### src/rtl/dino_pkg.sv
// Shared types and constants for the obstacle scheduler.
// Also provides the LFSR step function.
package dino_pkg;

   typedef enum logic [1:0] {
      ST_IDLE = 2'd0,
      ST_RUN  = 2'd1,
      ST_OVER = 2'd2
   } game_state_t;

   localparam logic [15:0] LFSR_TAPS = 16'hB400;
   localparam int          SCORE_W   = 16;
   localparam int          PERIOD_W  = 16;

   // A zero state would lock the register, so it falls back to the seed.
   function automatic logic [15:0] lfsr_step(input logic [15:0] cur, input logic [15:0] seed);
      logic [15:0] nxt;
      nxt = {1'b0, cur[15:1]} ^ (cur[0] ? LFSR_TAPS : 16'h0000);
      if (nxt == 16'h0000) begin
         lfsr_step = seed;
      end else begin
         lfsr_step = nxt;
      end
   endfunction

endpackage

### src/rtl/obstacle_scheduler_if.sv
// Game control and status bundle between the game controller and obstacle_scheduler.
interface obstacle_scheduler_if;
   import dino_pkg::*;

   logic                start;
   logic                collision;
   logic                shift_en;
   logic                spawn;
   logic                running;
   logic                game_over;
   logic [SCORE_W-1:0]  score;
   logic [PERIOD_W-1:0] period;

   modport master (
      output start, collision,
      input  shift_en, spawn, running, game_over, score, period
   );

   modport slave (
      input  start, collision,
      output shift_en, spawn, running, game_over, score, period
   );
endinterface

### src/rtl/obstacle_scheduler_lfsr16.sv
// 16-bit Galois LFSR that free-runs every clock; reset loads the seed.
module lfsr16
   import dino_pkg::*;
(
   input  logic        clk,
   input  logic        rst_n,
   input  logic [15:0] seed,
   output logic [15:0] q
);

   logic [15:0] q_q;
   logic [15:0] q_d;

   // Next LFSR state.
   always_comb begin
      q_d = lfsr_step(q_q, seed);
   end

   // LFSR register.
   always_ff @(posedge clk or negedge rst_n) begin
      if (!rst_n) begin
         q_q <= seed;
      end else begin
         q_q <= q_d;
      end
   end

   assign q = q_q;

endmodule

### src/rtl/obstacle_scheduler.sv
// Game sequencer: IDLE/RUN/OVER FSM, shift strobe at the current speed,
// gap-limited random spawn bit, periodic speed-up and saturating score.
module obstacle_scheduler
   import dino_pkg::*;
#(
   parameter logic [15:0] INIT_PERIOD   = 16'd50000,
   parameter logic [15:0] MIN_PERIOD    = 16'd10000,
   parameter logic [15:0] PERIOD_STEP   = 16'd2000,
   parameter logic [7:0]  SPEEDUP_EVERY = 8'd32,
   parameter logic [3:0]  MIN_GAP       = 4'd3,
   parameter logic [4:0]  SPAWN_THRESH  = 5'd5,
   parameter logic [15:0] LFSR_SEED     = 16'hACE1
)(
   input  logic           clk,
   input  logic           rst_n,
   obstacle_scheduler_if.slave bus
);

   game_state_t         state_q, state_d;
   logic [PERIOD_W-1:0] tick_q, tick_d;
   logic [PERIOD_W-1:0] period_q, period_d;
   logic [SCORE_W-1:0]  score_q, score_d;
   logic [7:0]          spd_q, spd_d;
   logic [3:0]          gap_q, gap_d;
   logic                shift_en_q, shift_en_d;
   logic                spawn_q, spawn_d;
   logic                running_q, running_d;
   logic                game_over_q, game_over_d;

   logic [15:0]         lfsr_s;
   logic [11:0]         lfsr_unused_s;
   logic                terminal_s;
   logic                spawn_ok_s;
   logic [16:0]         floor_sum_s;
   logic [PERIOD_W-1:0] period_dec_s;

   lfsr16 u_lfsr (
      .clk   (clk),
      .rst_n (rst_n),
      .seed  (LFSR_SEED),
      .q     (lfsr_s)
   );

   assign lfsr_unused_s = lfsr_s[15:4];
   assign terminal_s    = (tick_q == (period_q - 16'd1));
   assign spawn_ok_s    = (gap_q >= MIN_GAP) && ({1'b0, lfsr_s[3:0]} < SPAWN_THRESH);
   // 17-bit compare keeps MIN_PERIOD+PERIOD_STEP from wrapping; subtraction then cannot underflow.
   assign floor_sum_s   = {1'b0, MIN_PERIOD} + {1'b0, PERIOD_STEP};
   assign period_dec_s  = ({1'b0, period_q} < floor_sum_s) ? MIN_PERIOD : (period_q - PERIOD_STEP);

   // Next-state and next-output logic for the game FSM and its counters.
   always_comb begin
      state_d     = state_q;
      tick_d      = tick_q;
      period_d    = period_q;
      score_d     = score_q;
      spd_d       = spd_q;
      gap_d       = gap_q;
      shift_en_d  = 1'b0;
      spawn_d     = 1'b0;
      running_d   = running_q;
      game_over_d = game_over_q;

      case (state_q)
         ST_IDLE, ST_OVER: begin
            if (bus.start) begin
               state_d     = ST_RUN;
               running_d   = 1'b1;
               game_over_d = 1'b0;
               score_d     = 16'd0;
               period_d    = INIT_PERIOD;
               tick_d      = 16'd0;
               spd_d       = 8'd0;
               gap_d       = 4'd0;
            end else begin
               state_d = state_q;
            end
         end
         ST_RUN: begin
            // Collision wins over a terminal tick in the same cycle.
            if (bus.collision) begin
               state_d     = ST_OVER;
               running_d   = 1'b0;
               game_over_d = 1'b1;
            end else if (terminal_s) begin
               shift_en_d = 1'b1;
               spawn_d    = spawn_ok_s;
               tick_d     = 16'd0;
               score_d    = (score_q == 16'hFFFF) ? score_q : (score_q + 16'd1);
               if (spawn_ok_s) begin
                  gap_d = 4'd0;
               end else if (gap_q < MIN_GAP) begin
                  gap_d = gap_q + 4'd1;
               end else begin
                  gap_d = gap_q;
               end
               if (spd_q == (SPEEDUP_EVERY - 8'd1)) begin
                  spd_d    = 8'd0;
                  period_d = period_dec_s;
               end else begin
                  spd_d    = spd_q + 8'd1;
               end
            end else begin
               tick_d = tick_q + 16'd1;
            end
         end
         default: begin
            state_d     = ST_IDLE;
            running_d   = 1'b0;
            game_over_d = 1'b0;
         end
      endcase
   end

   // State, counter and output registers.
   always_ff @(posedge clk or negedge rst_n) begin
      if (!rst_n) begin
         state_q     <= ST_IDLE;
         tick_q      <= 16'd0;
         period_q    <= INIT_PERIOD;
         score_q     <= 16'd0;
         spd_q       <= 8'd0;
         gap_q       <= 4'd0;
         shift_en_q  <= 1'b0;
         spawn_q     <= 1'b0;
         running_q   <= 1'b0;
         game_over_q <= 1'b0;
      end else begin
         state_q     <= state_d;
         tick_q      <= tick_d;
         period_q    <= period_d;
         score_q     <= score_d;
         spd_q       <= spd_d;
         gap_q       <= gap_d;
         shift_en_q  <= shift_en_d;
         spawn_q     <= spawn_d;
         running_q   <= running_d;
         game_over_q <= game_over_d;
      end
   end

   assign bus.shift_en  = shift_en_q;
   assign bus.spawn     = spawn_q;
   assign bus.running   = running_q;
   assign bus.game_over = game_over_q;
   assign bus.score     = score_q;
   assign bus.period    = period_q;

endmodule

### src/flat_wrapper.sv
// flat-port wrapper written by rule: the top's interface ports become plain ports
module obstacle_scheduler_flat import dino_pkg::*;
#(
   parameter logic [15:0] INIT_PERIOD   = 16'd50000,
   parameter logic [15:0] MIN_PERIOD    = 16'd10000,
   parameter logic [15:0] PERIOD_STEP   = 16'd2000,
   parameter logic [7:0]  SPEEDUP_EVERY = 8'd32,
   parameter logic [3:0]  MIN_GAP       = 4'd3,
   parameter logic [4:0]  SPAWN_THRESH  = 5'd5,
   parameter logic [15:0] LFSR_SEED     = 16'hACE1
)
  (clk, rst_n, bus_start, bus_collision, bus_shift_en, bus_spawn, bus_running, bus_game_over, bus_score, bus_period);
  obstacle_scheduler_if bus_i ();
  input  logic clk;
  input  logic rst_n;
  input wire logic [$bits(bus_i.start)-1:0] bus_start;
  input wire logic [$bits(bus_i.collision)-1:0] bus_collision;
  output wire logic [$bits(bus_i.shift_en)-1:0] bus_shift_en;
  output wire logic [$bits(bus_i.spawn)-1:0] bus_spawn;
  output wire logic [$bits(bus_i.running)-1:0] bus_running;
  output wire logic [$bits(bus_i.game_over)-1:0] bus_game_over;
  output wire logic [$bits(bus_i.score)-1:0] bus_score;
  output wire logic [$bits(bus_i.period)-1:0] bus_period;
  assign bus_i.start = bus_start;
  assign bus_i.collision = bus_collision;
  assign bus_shift_en = bus_i.shift_en;
  assign bus_spawn = bus_i.spawn;
  assign bus_running = bus_i.running;
  assign bus_game_over = bus_i.game_over;
  assign bus_score = bus_i.score;
  assign bus_period = bus_i.period;
  obstacle_scheduler #(.INIT_PERIOD(INIT_PERIOD), .MIN_PERIOD(MIN_PERIOD), .PERIOD_STEP(PERIOD_STEP), .SPEEDUP_EVERY(SPEEDUP_EVERY), .MIN_GAP(MIN_GAP), .SPAWN_THRESH(SPAWN_THRESH), .LFSR_SEED(LFSR_SEED)) u_core (.clk(clk), .rst_n(rst_n), .bus(bus_i));
endmodule
### config.mk
export PLATFORM = sky130hd
export DESIGN_NAME = obstacle_scheduler_flat
export DESIGN_NICKNAME = d
export VERILOG_FILES = /design/src/rtl/dino_pkg.sv /design/src/rtl/obstacle_scheduler_if.sv /design/src/rtl/obstacle_scheduler_lfsr16.sv /design/src/rtl/obstacle_scheduler.sv /design/src/flat_wrapper.sv
export SDC_FILE = /design/constraint.sdc
export NUM_CORES = 1
export LEC_CHECK = 0
export BUFFER_PORTS_ARGS = -buffer_cell sky130_fd_sc_hd__buf_2
export CAP_MARGIN = 20
export CORE_MARGIN = 5
export CORE_UTILIZATION = 54
export CTS_CLUSTER_SIZE = 24
export DETAILED_ROUTE_END_ITERATION = 12
export PLACE_DENSITY = 0.76
export REMOVE_ABC_BUFFERS = 1
export SLEW_MARGIN = 20
export SYNTH_ARGS = -nofsm -noshare
export SYNTH_HDL_FRONTEND = slang
export SYNTH_SLANG_ARGS = --single-unit
### constraint.sdc
create_clock -name clk -period 2.95 [get_ports clk]
set_input_delay 0.295 -clock clk [delete_from_list [all_inputs] [get_ports clk]]
set_output_delay 0.295 -clock clk [all_outputs]
set_load 0.005 [all_outputs]
# Yosys cells after proc, flatten, opt, wreduce, memory -nomap -nowiden
# Index checks and enable logic that the tools add are counted.
# word_totals
register_bits,82
output_inout_bits,36
# op_classes
eq_ne,12
magnitude_cmp,4
add_sub_neg,6
n_mux,42
n_bitwise,1
reduce_logical,11
# ops
op,n
$mux 16,13
$pmux 16 s2,3
$add 16x1->16 const B,2
$mux 8,4
$mux 4,5
$eq 16x16->1,1
$eq 16x16->1 const B,1
$logic_not 16->1,1
$lt 16x14->1 const B,1
$pmux 8 s2,1
$sub 16x1->16 const B,1
$sub 16x11->16 const B,1
$xor 15x16->16,1
$reduce_and 5->1,3
$mux 1,10
$add 8x1->8 const B,1
$eq 8x5->1 const B,1
$ne 2x2->1 const B,4
$pmux 4 s2,1
$add 4x1->4 const B,1
$ge 4x2->1 const B,1
$lt 4x2->1 const B,1
$lt 4x3->1 const B,1
$mux 2,2
13 further kinds,15

# Logic depth before layout (Yosys ltp)
# logic_depth
ltp_word,6
depth_mapped,13

# Least setup slack after synthesis
# Ideal clock, no wire load.
# synth_timing
path_kind,flip-flop to flip-flop
start,"register u_core.period_q[4], in the netlist u_core.bus.period[4]"
end,"register u_core.period_q[10], in the netlist u_core.bus.period[10]"
arrival_ns,2.957
synth_period_minus_slack_ns,3.077
stages_incl_launch_ff,12
required_time_ns,2.830
path_slack_ns,-0.127
path_cell_list,dfstp_2 -> buf_2 -> inv_1 -> ha_1 -> clkbuf_1 -> xor2_1 -> nor4b_1 -> a311oi_1 -> nor4_4 -> nand3_2 -> or4b_1 -> and3_1
# synth_between
elab_chain_cells,6
word_cells_on_any_way,11
# synth_rtl
item,line_no,rtl
start: declaration,obstacle_scheduler.sv:21,"logic [PERIOD_W-1:0] period_q, period_d;"
start signal: assignment,obstacle_scheduler.sv:131,period_q <= period_d;
$sub 16x11->16 / $lt 16x14->1 (equally long branches),obstacle_scheduler.sv:49,"assign period_dec_s = ({1'b0, period_q} < floor_sum_s) ? MIN_PERIOD : (period_q - PERIOD_STEP);"
$mux 16,obstacle_scheduler.sv:49,
$mux 16,obstacle_scheduler.sv:97,if (spd_q == (SPEEDUP_EVERY - 8'd1)) begin
$mux 16,obstacle_scheduler.sv:85,end else if (terminal_s) begin
$mux 16,obstacle_scheduler.sv:81,if (bus.collision) begin
$pmux 16 s2,obstacle_scheduler.sv:64,case (state_q)
# Parallel ways exist; a longest one is shown, timed or not. The select of a mux whose other input is x is not followed.
# A chain may end at the register's enable or synchronous reset.

# Worst setup path in the final report
# layout_timing
start,"register u_core.period_q[4], in the netlist u_core.bus.period[4]"
end,"register u_core.score_q[8], in the netlist u_core.bus.score[8]"
# layout_between
elab_chain_cells,4
# layout_rtl
item,line_no,rtl
$sub 16x1->16,obstacle_scheduler.sv:45,assign terminal_s = (tick_q == (period_q - 16'd1));
$eq 16x16->1,obstacle_scheduler.sv:45,
$ne 2x1->1 (no line),--,
$reduce_and 5->1 (no line),--,
end signal: assignment,obstacle_scheduler.sv:132,score_q <= score_d;
end: declaration,obstacle_scheduler.sv:22,"logic [SCORE_W-1:0] score_q, score_d;"
# Every way passes these cells.

==> results_dict.tcl <==
set metrics [dict create \
    cts_buffer_depth 2 \
    yosysTopAreaCellShare_pct 35.46 \
    antenna_found_initial 0 \
    final_layout_size_suffix_gt1_share_pct 22.55 \
    clk_latency_ps 360 \
    synth_area_leader_cell "dfrtp_1" \
    hold_buffers 0 \
    async_flop_share_pct 100.0 \
    syn_area_um2 4446 \
    io_pins 40 \
    cts_tree "built" \
    routabilityCongestion 0.8749 \
    final_area_um2 4991 \
    synthTopCellsByArea "dfrtp_1, dfstp_2, nand3_1, nor2_1, xnor2_1" \
    rsz0062_at_grt "true" \
    p_per_area_nw_per_um2 461.5 \
    design.die.area_um2 10150 \
    reg2reg_depth 11 \
    area_growth_pct 12.27 \
    multi_input_area_um2 2316 \
    stdcell_count 615 \
    die_x_um 100.7 \
    maxCapViolCount 0 \
    cts_buffers 9 \
    grt_pass1_wl_um 17990 \
    drtPass1Iterations 5 \
    seq_area_frac_synth_pct 43.74 \
    dp_hpwl_um 7393 \
    ys.flop_type "dfrtp_1" \
    required_ps 3250 \
    r2r_start "u_core.bus.period[4]" \
    core_area_um2 8134 \
    tightest_slew_ps 962.6 \
    nets 516 \
    sw_frac_of_total_pct 30.14 \
    seq_area_um2 1944 \
    crit_path_start "u_core.bus.period[4]" \
    seqPwrFrac_pct 50.8 \
    start_util_pct 54.65 \
    final_cell_mix "dfrtp_1, nor2_1, buf_2, nand2_1, nand3_1" \
    drtIter0Drc 261 \
    final-setup-viol-count 0 \
    arrival_ps 3190 \
    syn_inst 471 \
    p_switching_uw 694.3 \
    leakage_nw 2.143 \
    dieHeight_um 100.7 \
    cts.sinks 77 \
    syn-mean-instance-area_um2 9.438 \
    p_int_mw 1.609 \
    drtAntennaViolNets 0 \
    grt-ovfl-total 0 \
    track_usage_pct 22.20 \
    grt_pass1_vias 3705 \
    cts_max_level 3 \
    slew_headroom_pct 35.82 \
    num_vias 3827 \
    dp.cells 597 \
    synth-edff-count 0 \
    ys_types 65 \
    avgRoutedWirePerCell_um 17.28 \
    clock.fmax_mhz 345.6 \
    p_clk_share_pct 35.1 \
    power.share.combinational_pct 14.1 \
    cts_root_buf "clkbuf_8" \
    drc_errors 0 \
    finalClockSkew_ps 15.16 \
    viasPerCell 6.223 \
    hold_path.class "input pin to async pin" \
    path_class "flop to flop" \
    fin_crit_sh_pct 98.08 \
    grt_max_degree 78 \
    io_buffers 35 \
    ys_ff_latch 77 \
    finalCriticalPeriod_ps 2893 \
    layout_commonest_cell "dfrtp_1" \
    diodes 0 \
    fill_cells 722 \
    yosysWarningCount 0 \
    clk_pin_slew_ps 90 \
    rows 33 \
    critPathCaptureType "flop" \
    irDropWorstVdd_mv 0.4214 \
    wirelength_um 10630 \
    hold_violations 0 \
    cp-start-kind "flop" \
    status "complete, no violations" \
    critPathMaxFanout 5 \
    slew_violations 0 \
    placed_area_um2 4753 \
]
cell usage after synthesis (11+ instances only):
library cell  instances
nand3_1              31
or4_1                13
o21ai_0              13
a21oi_1              13
o31ai_1              16
xnor2_1              15
dfstp_2              14
nor2_1               36
nand2b_1             13
dfrtp_1              63
nand2_1              33
xor2_1               12
clkbuf_1             23
nor3_1               11
metrics by stage:
step | hold WS (ps) | utilization [%] | power, mW | TNS (ps) | worst slack (ps)
2_1_floorplan | -0.5911 | - | 1.362 | -1253 | -214.1
3_3_place_gp | 368.3 | 58.44 | 1.496 | 0 | 187.5
3_5_place_dp | 374.6 | 58.44 | 1.508 | 0 | 65.39
4_1_cts | 119.9 | 60.85 | 2.313 | 0 | 47.42
5_1_grt | 156.6 | 61.36 | 2.425 | -109.8 | -33.71
6_report | 67.23 | 61.36 | 2.303 | 0 | 56.57
registers in the layout (all words and copies together), names as in the netlist, 4 cells and up:
name,flops
u_core.tick_q,16
u_core.gap_q,4
u_core.bus.score,16
u_core.spd_q,8
u_core.bus.period,12
u_core.u_lfsr.q,16
what timing repair did:
item | in CTS | in global routing
setup buffers | 0 | 2
endpoints found under the hold margin | 0 | 0
setup endpoints to repair | 0 | 26
gates resized for setup | 0 | 9
final cells by class:
type | instances | share of cell area (%)
clock buffer | 9 | 2.482
clock inverter | 7 | 1.454
inverter | 10 | 0.7521
multi-input combinational | 348 | 46.40
sequential | 77 | 38.96
tap | 105 | 2.632
timing repair buffer | 59 | 7.320
path summary, 6_finish.rpt:
| path | to | slack (ps) |
|---|---|---|
| setup / recovery | u_core.bus.score[8] | 60 |
| hold / removal | u_core.bus.period[10] | 70 |
| setup reg to reg | u_core.bus.score[8] | 60 |
| hold reg to reg | u_core.u_lfsr.q[2] | 390 |
| max in group asynchronous | u_core.tick_q[13] | 2250 |
| min in group clk | u_core.bus.game_over | 210 |
kinds of logic after synthesis:
| kind of cell | share of synthesized area, % |
|---|---|
| AO/OA/AOI/OAI | 17.34 |
| XOR/XNOR | 5.320 |
| adder cells (fa/ha/maj) | 1.970 |
| buffers and inverters | 4.841 |
| flip-flops | 43.74 |
| multiplexers | 0.9569 |
| other | 0.08435 |
| AND/OR/NAND/NOR | 25.75 |
power groups by stage:
| stage | logic [mW] | clock network, mW | registers [mW] |
|---|---|---|---|
| after floorplan | 0.185 | 0 | 1.18 |
| after global placement | 0.312 | 0 | 1.18 |
| after detailed placement | 0.320 | 0 | 1.19 |
| after CTS | 0.322 | 0.823 | 1.17 |
| after global routing | 0.363 | 0.881 | 1.18 |
| final | 0.325 | 0.808 | 1.17 |
routing by layer:
| metal | share of wire [%] | vias up | wire length, um | GRT usage [%] |
|---|---|---|---|---|
| li1 | - | 1799 | - | - |
| met1 | 43 | 1855 | 4557 | 29.53 |
| met2 | 48 | 150 | 5073 | 35.70 |
| met3 | 7.8 | 23 | 825 | 4.429 |
| met4 | 1.6 | 0 | 169 | 8.601 |
| met5 | 0 | - | 0 | 0 |
worst max-delay path, cell delays in order, from the launching register on:
cell and delay, ps:
dfstp_2 530, inv_1 50, ha_1 230, xor2_1 190
nor4b_1 250, a311oi_1 120, nor4_4 360, buf_4 200
nand3_2 110, buf_4 190, or4_1 500, nand3_1 100
Note: power is estimated with default switching activity, not from simulation.
